## config.mk

```make
export PLATFORM = sky130hd
export DESIGN_NAME = pad_input_conditioner
export DESIGN_NICKNAME = d
export VERILOG_FILES = /design/src/rtl/pad_pkg.sv /design/src/rtl/pad_debounce.sv /design/src/rtl/pad_input_conditioner.sv
export SDC_FILE = /design/constraint.sdc
export NUM_CORES = 1
export LEC_CHECK = 0
export CAP_MARGIN = 20
export CORE_AREA = 2 2 87 110
export CTS_CLUSTER_SIZE = 10
export DETAILED_ROUTE_END_ITERATION = 12
export DIE_AREA = 0 0 89 112
export PLACE_DENSITY = 0.8
export SETUP_SLACK_MARGIN = 0.02
export SYNTH_ARGS = -nofsm -noshare
export SYNTH_HDL_FRONTEND = slang
export SYNTH_HIERARCHICAL = 1
export SYNTH_SLANG_ARGS = --single-unit
```

## constraint.sdc

```tcl
create_clock -name clk -period 2.85 [get_ports clk]
set_clock_uncertainty 0.05 [all_clocks]
set_input_delay 0.57 -clock clk [delete_from_list [all_inputs] [get_ports clk]]
set_output_delay 0.57 -clock clk [all_outputs]
set_load 0.02 [all_outputs]
```

## src/rtl/pad_pkg.sv

```systemverilog
// Shared definitions for the pad input conditioner: button and direction
// indices, stick centre, auto-repeat state encoding and the per-axis
// deadzone/hysteresis helper.
package pad_pkg;

    localparam int NUM_BTN      = 12;
    localparam int NUM_DIR      = 4;
    localparam int STICK_CENTER = 128;

    localparam int BTN_A       = 0;
    localparam int BTN_B       = 1;
    localparam int BTN_X       = 2;
    localparam int BTN_Y       = 3;
    localparam int BTN_START   = 4;
    localparam int BTN_L       = 5;
    localparam int BTN_R       = 6;
    localparam int BTN_Z       = 7;
    localparam int BTN_D_UP    = 8;
    localparam int BTN_D_DOWN  = 9;
    localparam int BTN_D_RIGHT = 10;
    localparam int BTN_D_LEFT  = 11;

    localparam int DIR_UP    = 0;
    localparam int DIR_DOWN  = 1;
    localparam int DIR_RIGHT = 2;
    localparam int DIR_LEFT  = 3;

    typedef enum logic [1:0] {
        AR_IDLE   = 2'd0,
        AR_DELAY  = 2'd1,
        AR_REPEAT = 2'd2
    } ar_state_e;

    // One stick axis: flags[0] = positive direction, flags[1] = negative.
    // Enter at |d| >= deadzone, leave once |d| drops below deadzone - hyst.
    // Both flags can never be set together because deadzone > hyst.
    function automatic logic [1:0] axis_update(input logic [7:0] axis,
                                               input logic [1:0] flags,
                                               input int         deadzone,
                                               input int         hyst);
        int         d;
        logic [1:0] nxt;
        d   = int'(axis) - STICK_CENTER;
        nxt = flags;
        if (d >= deadzone)               nxt[0] = 1'b1;
        else if (d < deadzone - hyst)    nxt[0] = 1'b0;
        if (d <= -deadzone)              nxt[1] = 1'b1;
        else if (d > -(deadzone - hyst)) nxt[1] = 1'b0;
        return nxt;
    endfunction

endpackage

```

## src/rtl/pad_debounce.sv

```systemverilog
// Single-bit debouncer: the level flips only after DEBOUNCE_N consecutive
// sample ticks that disagree with it. state_next exposes the value the
// register will take at the coming edge so the parent can build pulses that
// line up with the state change.
module pad_debounce #(
    parameter int DEBOUNCE_N = 3
) (
    input  logic clk,
    input  logic reset,
    input  logic tick,
    input  logic raw,
    output logic state,
    output logic state_next
);

    localparam int CW = (DEBOUNCE_N > 1) ? $clog2(DEBOUNCE_N) : 1;
    localparam logic [CW-1:0] CNT_LAST = CW'(DEBOUNCE_N - 1);

    logic [CW-1:0] cnt;
    logic [CW-1:0] cnt_next;

    // Next-state: reset the run on agreement, flip after a full run.
    always_comb begin
        // NOTE: every output of a combinational block gets a default first, so no path leaves it unassigned and no latch is inferred.
        state_next = state;
        cnt_next   = cnt;
        if (tick) begin
            if (raw == state) begin
                cnt_next = '0;
            end else if (cnt == CNT_LAST) begin
                state_next = raw;
                cnt_next   = '0;
            end else begin
                cnt_next = cnt + 1'b1;
            end
        end
    end

    // State and run-length registers.
    always_ff @(posedge clk or negedge reset) begin
        // NOTE: sequential state uses non-blocking assignments so every register samples pre-edge values.
        if (!reset) begin
            state <= 1'b0;
            cnt   <= '0;
        end else begin
            state <= state_next;
            cnt   <= cnt_next;
        end
    end

endmodule

```

## src/rtl/pad_input_conditioner.sv

```systemverilog
// GameCube pad input conditioner: sample-tick divider, per-button debounce
// with press/release pulses, stick-to-4-way conversion with deadzone and
// hysteresis, and a merged navigation bus with one-cycle nav pulses.
// Define PAD_AUTOREPEAT_EN to add menu-style auto-repeat on the nav bus;
// without it nav_pulse only fires on newly set directions.
module pad_input_conditioner
    import pad_pkg::*;
#(
    parameter int SAMPLE_DIV   = 100000,
    parameter int DEBOUNCE_N   = 3,
    parameter int DEADZONE     = 40,
    parameter int HYST         = 10,
    parameter int REPEAT_DELAY = 25,
    parameter int REPEAT_RATE  = 8
) (
    input  logic                 clk,
    input  logic                 reset,
    input  logic [NUM_BTN-1:0]   btn_raw,
    input  logic [7:0]           joy_x,
    input  logic [7:0]           joy_y,
    output logic                 sample_tick,
    output logic [NUM_BTN-1:0]   btn_state,
    output logic [NUM_BTN-1:0]   btn_press,
    output logic [NUM_BTN-1:0]   btn_release,
    output logic [NUM_DIR-1:0]   stick_dir,
    output logic [NUM_DIR-1:0]   nav_dir,
    output logic [NUM_DIR-1:0]   nav_pulse
);

    localparam int DIV_W = $clog2(SAMPLE_DIV);
    localparam logic [DIV_W-1:0] DIV_LAST = DIV_W'(SAMPLE_DIV - 1);

    logic [DIV_W-1:0]   div_cnt;
    logic [NUM_BTN-1:0] btn_next;
    logic [1:0]         x_flags, y_flags;
    logic [1:0]         x_next, y_next;
    logic [NUM_DIR-1:0] stick_next;
    logic [NUM_DIR-1:0] nav_next;
    logic [NUM_DIR-1:0] pulse_next;

    // Free-running sample divider, 0..SAMPLE_DIV-1.
    always_ff @(posedge clk or negedge reset) begin
        if (!reset)                 div_cnt <= '0;
        else if (div_cnt == DIV_LAST) div_cnt <= '0;
        else                        div_cnt <= div_cnt + 1'b1;
    end

    assign sample_tick = (div_cnt == DIV_LAST);

    genvar gi;
    generate
        for (gi = 0; gi < NUM_BTN; gi++) begin : g_deb
            pad_debounce #(.DEBOUNCE_N(DEBOUNCE_N)) u_deb (
                .clk       (clk),
                .reset     (reset),
                .tick      (sample_tick),
                .raw       (btn_raw[gi]),
                .state     (btn_state[gi]),
                .state_next(btn_next[gi])
            );
        end
    endgenerate

    // Button edge pulses, produced at the tick edge that changes btn_state.
    always_ff @(posedge clk or negedge reset) begin
        if (!reset) begin
            btn_press   <= '0;
            btn_release <= '0;
        end else begin
            btn_press   <= sample_tick ? (btn_next & ~btn_state) : '0;
            btn_release <= sample_tick ? (~btn_next & btn_state) : '0;
        end
    end

    assign x_next = axis_update(joy_x, x_flags, DEADZONE, HYST);
    assign y_next = axis_update(joy_y, y_flags, DEADZONE, HYST);

    // Stick direction flags, refreshed once per sample tick.
    always_ff @(posedge clk or negedge reset) begin
        if (!reset) begin
            x_flags <= '0;
            y_flags <= '0;
        end else if (sample_tick) begin
            x_flags <= x_next;
            y_flags <= y_next;
        end
    end

    assign stick_dir  = {x_flags[1], x_flags[0], y_flags[1], y_flags[0]};
    assign stick_next = {x_next[1],  x_next[0],  y_next[1],  y_next[0]};
    assign nav_dir    = stick_dir  | btn_state[BTN_D_LEFT:BTN_D_UP];
    assign nav_next   = stick_next | btn_next[BTN_D_LEFT:BTN_D_UP];

`ifdef PAD_AUTOREPEAT_EN
    localparam int RC_MAX = (REPEAT_DELAY > REPEAT_RATE) ? REPEAT_DELAY : REPEAT_RATE;
    localparam int RC_W   = $clog2(RC_MAX + 1);

    ar_state_e       ar_state, ar_state_next;
    logic [RC_W-1:0] rcnt, rcnt_next;

    // Auto-repeat state and down-counter registers.
    always_ff @(posedge clk or negedge reset) begin
        if (!reset) begin
            ar_state <= AR_IDLE;
            rcnt     <= '0;
        end else begin
            ar_state <= ar_state_next;
            rcnt     <= rcnt_next;
        end
    end

    // Auto-repeat decisions on the post-tick nav value.
    always_comb begin
        ar_state_next = ar_state;
        rcnt_next     = rcnt;
        pulse_next    = '0;
        if (sample_tick) begin
            if (nav_next == '0) begin
                ar_state_next = AR_IDLE;
                rcnt_next     = '0;
            end else if (nav_next != nav_dir) begin
                pulse_next    = nav_next & ~nav_dir;
                rcnt_next     = RC_W'(REPEAT_DELAY);
                ar_state_next = AR_DELAY;
            end else if (rcnt == RC_W'(1)) begin
                pulse_next    = nav_next;
                rcnt_next     = RC_W'(REPEAT_RATE);
                ar_state_next = AR_REPEAT;
            end else begin
                rcnt_next = rcnt - 1'b1;
            end
        end
    end
`else
    // Edge-only navigation: pulse newly set directions at the tick edge.
    always_comb begin
        pulse_next = sample_tick ? (nav_next & ~nav_dir) : '0;
    end
`endif

    // Registered nav pulses, one cycle wide.
    always_ff @(posedge clk or negedge reset) begin
        if (!reset) nav_pulse <= '0;
        else        nav_pulse <= pulse_next;
    end

endmodule

```

==> metrics <==
HPWL after detailed placement between 5000 and 6000 microns; Post-Syn Nets 350; min cycle time layout 2560 ps; I/O pin count 79; critical path class reg2out; share of layout cells above drive strength 1 between 10% and 20%; leakage power 2.13 nW; status finished, final reports clean; I/O Buffers about 80; cell at the slowest stage of the critical path dfrtp_1; via count approximately 2800; Internal around 2.1 mW; clk slew on worst S/H paths 60 ps; Initial DRC Count 166; worst min path class in2async; Flop pwr share roughly 47%; Net count, final approximately 440; fillcell total 792; # diodes 0; # rows 39; Yosys reg bits 85; critical path arrival 1940 ps; GRT overflow 0; vias per cell 5.17; initial core utilization 42.8%; Worst-Margin Slew roughly 580 ps; tightest hold margin 159 ps; largest net degree at the start of global routing 75; CP Cell Sequence ha_1 -> and4_1 -> nand3_4 -> or2_2 -> inv_6 -> clkbuf_2; Comb pwr share 6.3%; DRT Pass-1 Iters 4; Core Box Area 8980 sq um; commonest non-fill, non-tap cell in the layout dfrtp_1; clock network fraction of total power 47.0%; CTS tree yes; Synth Area per Inst 12.0 sq um; Die Height 112 microns; max_cap viols 0; DR WL/cell 15.0 microns; sw power 0.562 mW; Placement Setup Slack about 220 ps; max incr delay on CP about 380 ps; Area Growth Syn to Fin 32.1%; Die Area 9970 sq um; synthesis warning total 6; # clock sinks between 80 and 90; Sw Ratio 21.4%; EDFF count, synth 0; initial antenna violation count 0; Slew Viols, Final 0; sequential element share of the synthesized area 55.4%; clk_lat worst skew 330 ps; chip width 89 microns; all-layer global routing usage around 17%; first-pass GRT wire length 13500 microns; FFs w/ async S/R, synth 100%; DRC 0; root buffer selected by CTS clkbuf_16; synth unique cells 45; Clock Path Buffers 2; final worst slack 291 ps; WP data required 2230 ps; Max FO, Critical Path 4; CP Capture Type output pin; period utilization 89.8%; Cell Area, Synth around 3800 sq um; main flop type after synthesis dfrtp_1; Final Core Density 56.5%; crit start category flip-flop; final wirelength 8000 microns; Post-Syn Instances 319; RD Place Congestion about 0.83; Num CTS Buffers 9; fmax 391 MHz; VDD IR max between 0.3 and 0.4 mV; Total Neg Setup Slack 0 ps; vias in the first global route 2892; CTS HTree Levels 3; Slew headroom 60.7%; number of routed nets with antenna violations 0; setup violators final 0; commonest cells after routing, fill and taps aside 85 x dfrtp_1, 76 x clkdlybuf4s50_1, 30 x inv_1, 24 x nand3b_1, 24 x o22ai_1; RSZ-0062 raised after global routing no; Hold Fails Final Rpt 0; power density over cell area a little over 500 nW/um^2
-- power by group through the flow --
stage	combinational (mW)	sequential, mW	clock [mW]
after floorplan	0.0511	1.26	0
after detailed placement	0.167	1.25	0
after global routing	0.181	1.23	1.31
after global placement	0.163	1.25	0
final	0.165	1.23	1.23
after CTS	0.168	1.23	1.26
-- area by class of cell --
type,count,area (sq um),share of cell area [%]
clock inverter,5,83.8,1.65
clock buffer,10,229,4.51
sequential,85,2130,41.9
timing repair buffer,82,828,16.3
inverter,31,121,2.39
tap,123,154,3.03
multi-input combinational,198,1530,30.2
-- state kept, by name, summed over array words and instances (netlist names) --
| name | flops |
|---|---|
| g_deb.u_deb/cnt | 24 |
| div_cnt | 17 |
| btn_press | 12 |
| btn_release | 12 |
| g_deb.u_deb/state | 12 |
| nav_pulse | 4 |
| x_flags | 2 |
| y_flags | 2 |
-- critical path: cells and delay by family (launching register included) --
family / cells / cell delay, ps
buf+inv: 2 / 240
flops: 1 / 380
fa+ha+maj: 1 / 230
simple gates: 3 / 740
-- cells in the mapped netlist, types with 2 or more instances --
| library cell | n | area, sq um |
|---|---|---|
| o22ai_1 | 24 | 150 |
| mux2i_1 | 4 | 40.0 |
| nand3b_1 | 24 | 180 |
| or3_1 | 2 | 12.5 |
| nor2_1 | 11 | 41.3 |
| nor4b_1 | 2 | 17.5 |
| nand4_1 | 5 | 31.3 |
| o21bai_1 | 2 | 15.0 |
| buf_6 | 2 | 22.5 |
| nor3b_1 | 4 | 30.0 |
| nand3_1 | 9 | 45.0 |
| or3b_1 | 12 | 105 |
| buf_8 | 2 | 30.0 |
| xnor2_1 | 15 | 131 |
| o31ai_1 | 2 | 15.0 |
| or2_2 | 4 | 25.0 |
| xor2_1 | 9 | 78.8 |
| and4_1 | 3 | 26.3 |
| o21ai_0 | 3 | 15.0 |
| nor3_1 | 5 | 25.0 |
| nand2_1 | 8 | 30.0 |
| a211oi_2 | 3 | 37.5 |
| dfrtp_1 | 85 | 2130 |
| inv_1 | 30 | 113 |
| and3_1 | 3 | 18.8 |
| nor3b_2 | 14 | 175 |
| a21oi_1 | 2 | 10.0 |
| mux2_2 | 13 | 146 |
-- path summary, 6_finish.rpt --
check                           depth (start not counted)  slack [ps]               to        from
worst max register to register                          9         320     nav_pulse[3]  div_cnt[0]
worst min register to register                          1         440       div_cnt[0]  div_cnt[0]
min in group clk                                        1         440       div_cnt[0]  div_cnt[0]
worst max-delay path                                    6         290      sample_tick  div_cnt[0]
worst min-delay path                                    1         160  btn_release[11]       reset
max in group asynchronous                               2        1980       div_cnt[1]       reset
-- what timing repair did --
action	CTS	global route
hold buffers	0	0
resized for setup	1	2
endpoints found under the setup margin	1	1
buffers inserted	0	0
-- routing by layer --
layer	global-route usage [%]	part of all wire, %	vias up
met2	29.5	54	61
li1	-	-	1315
met1	21.3	40	1372
met3	4.00	4.6	12
met4	6.77	1.6	0
met5	0	0	-
-- logic make-up (layout without fill, tap and decap cells) --
| logic type | count (synthesis) | count (layout) | share of synthesized area (%) |
|---|---|---|---|
| flip-flops | 85 | 85 | 55.4 |
| adder cells (fa/ha/maj) | 1 | 1 | 0.326 |
| XOR/XNOR | 24 | 24 | 5.47 |
| buffers and inverters | 36 | 128 | 4.72 |
| AO/OA/AOI/OAI | 44 | 44 | 8.01 |
| multiplexers | 17 | 17 | 4.85 |
| AND/OR/NAND/NOR | 112 | 112 | 21.3 |
-- stage by stage --
stage               total power [mW]  cells  cell area, sq um
floorplan                       1.31    319              3840
global placement                1.41    519              4770
detailed placement              1.42    519              4770
CTS                             2.66    534              5080
global route                    2.72    534              5080
finish                          2.63    534              5080
(Power assumes the default switching activity.)
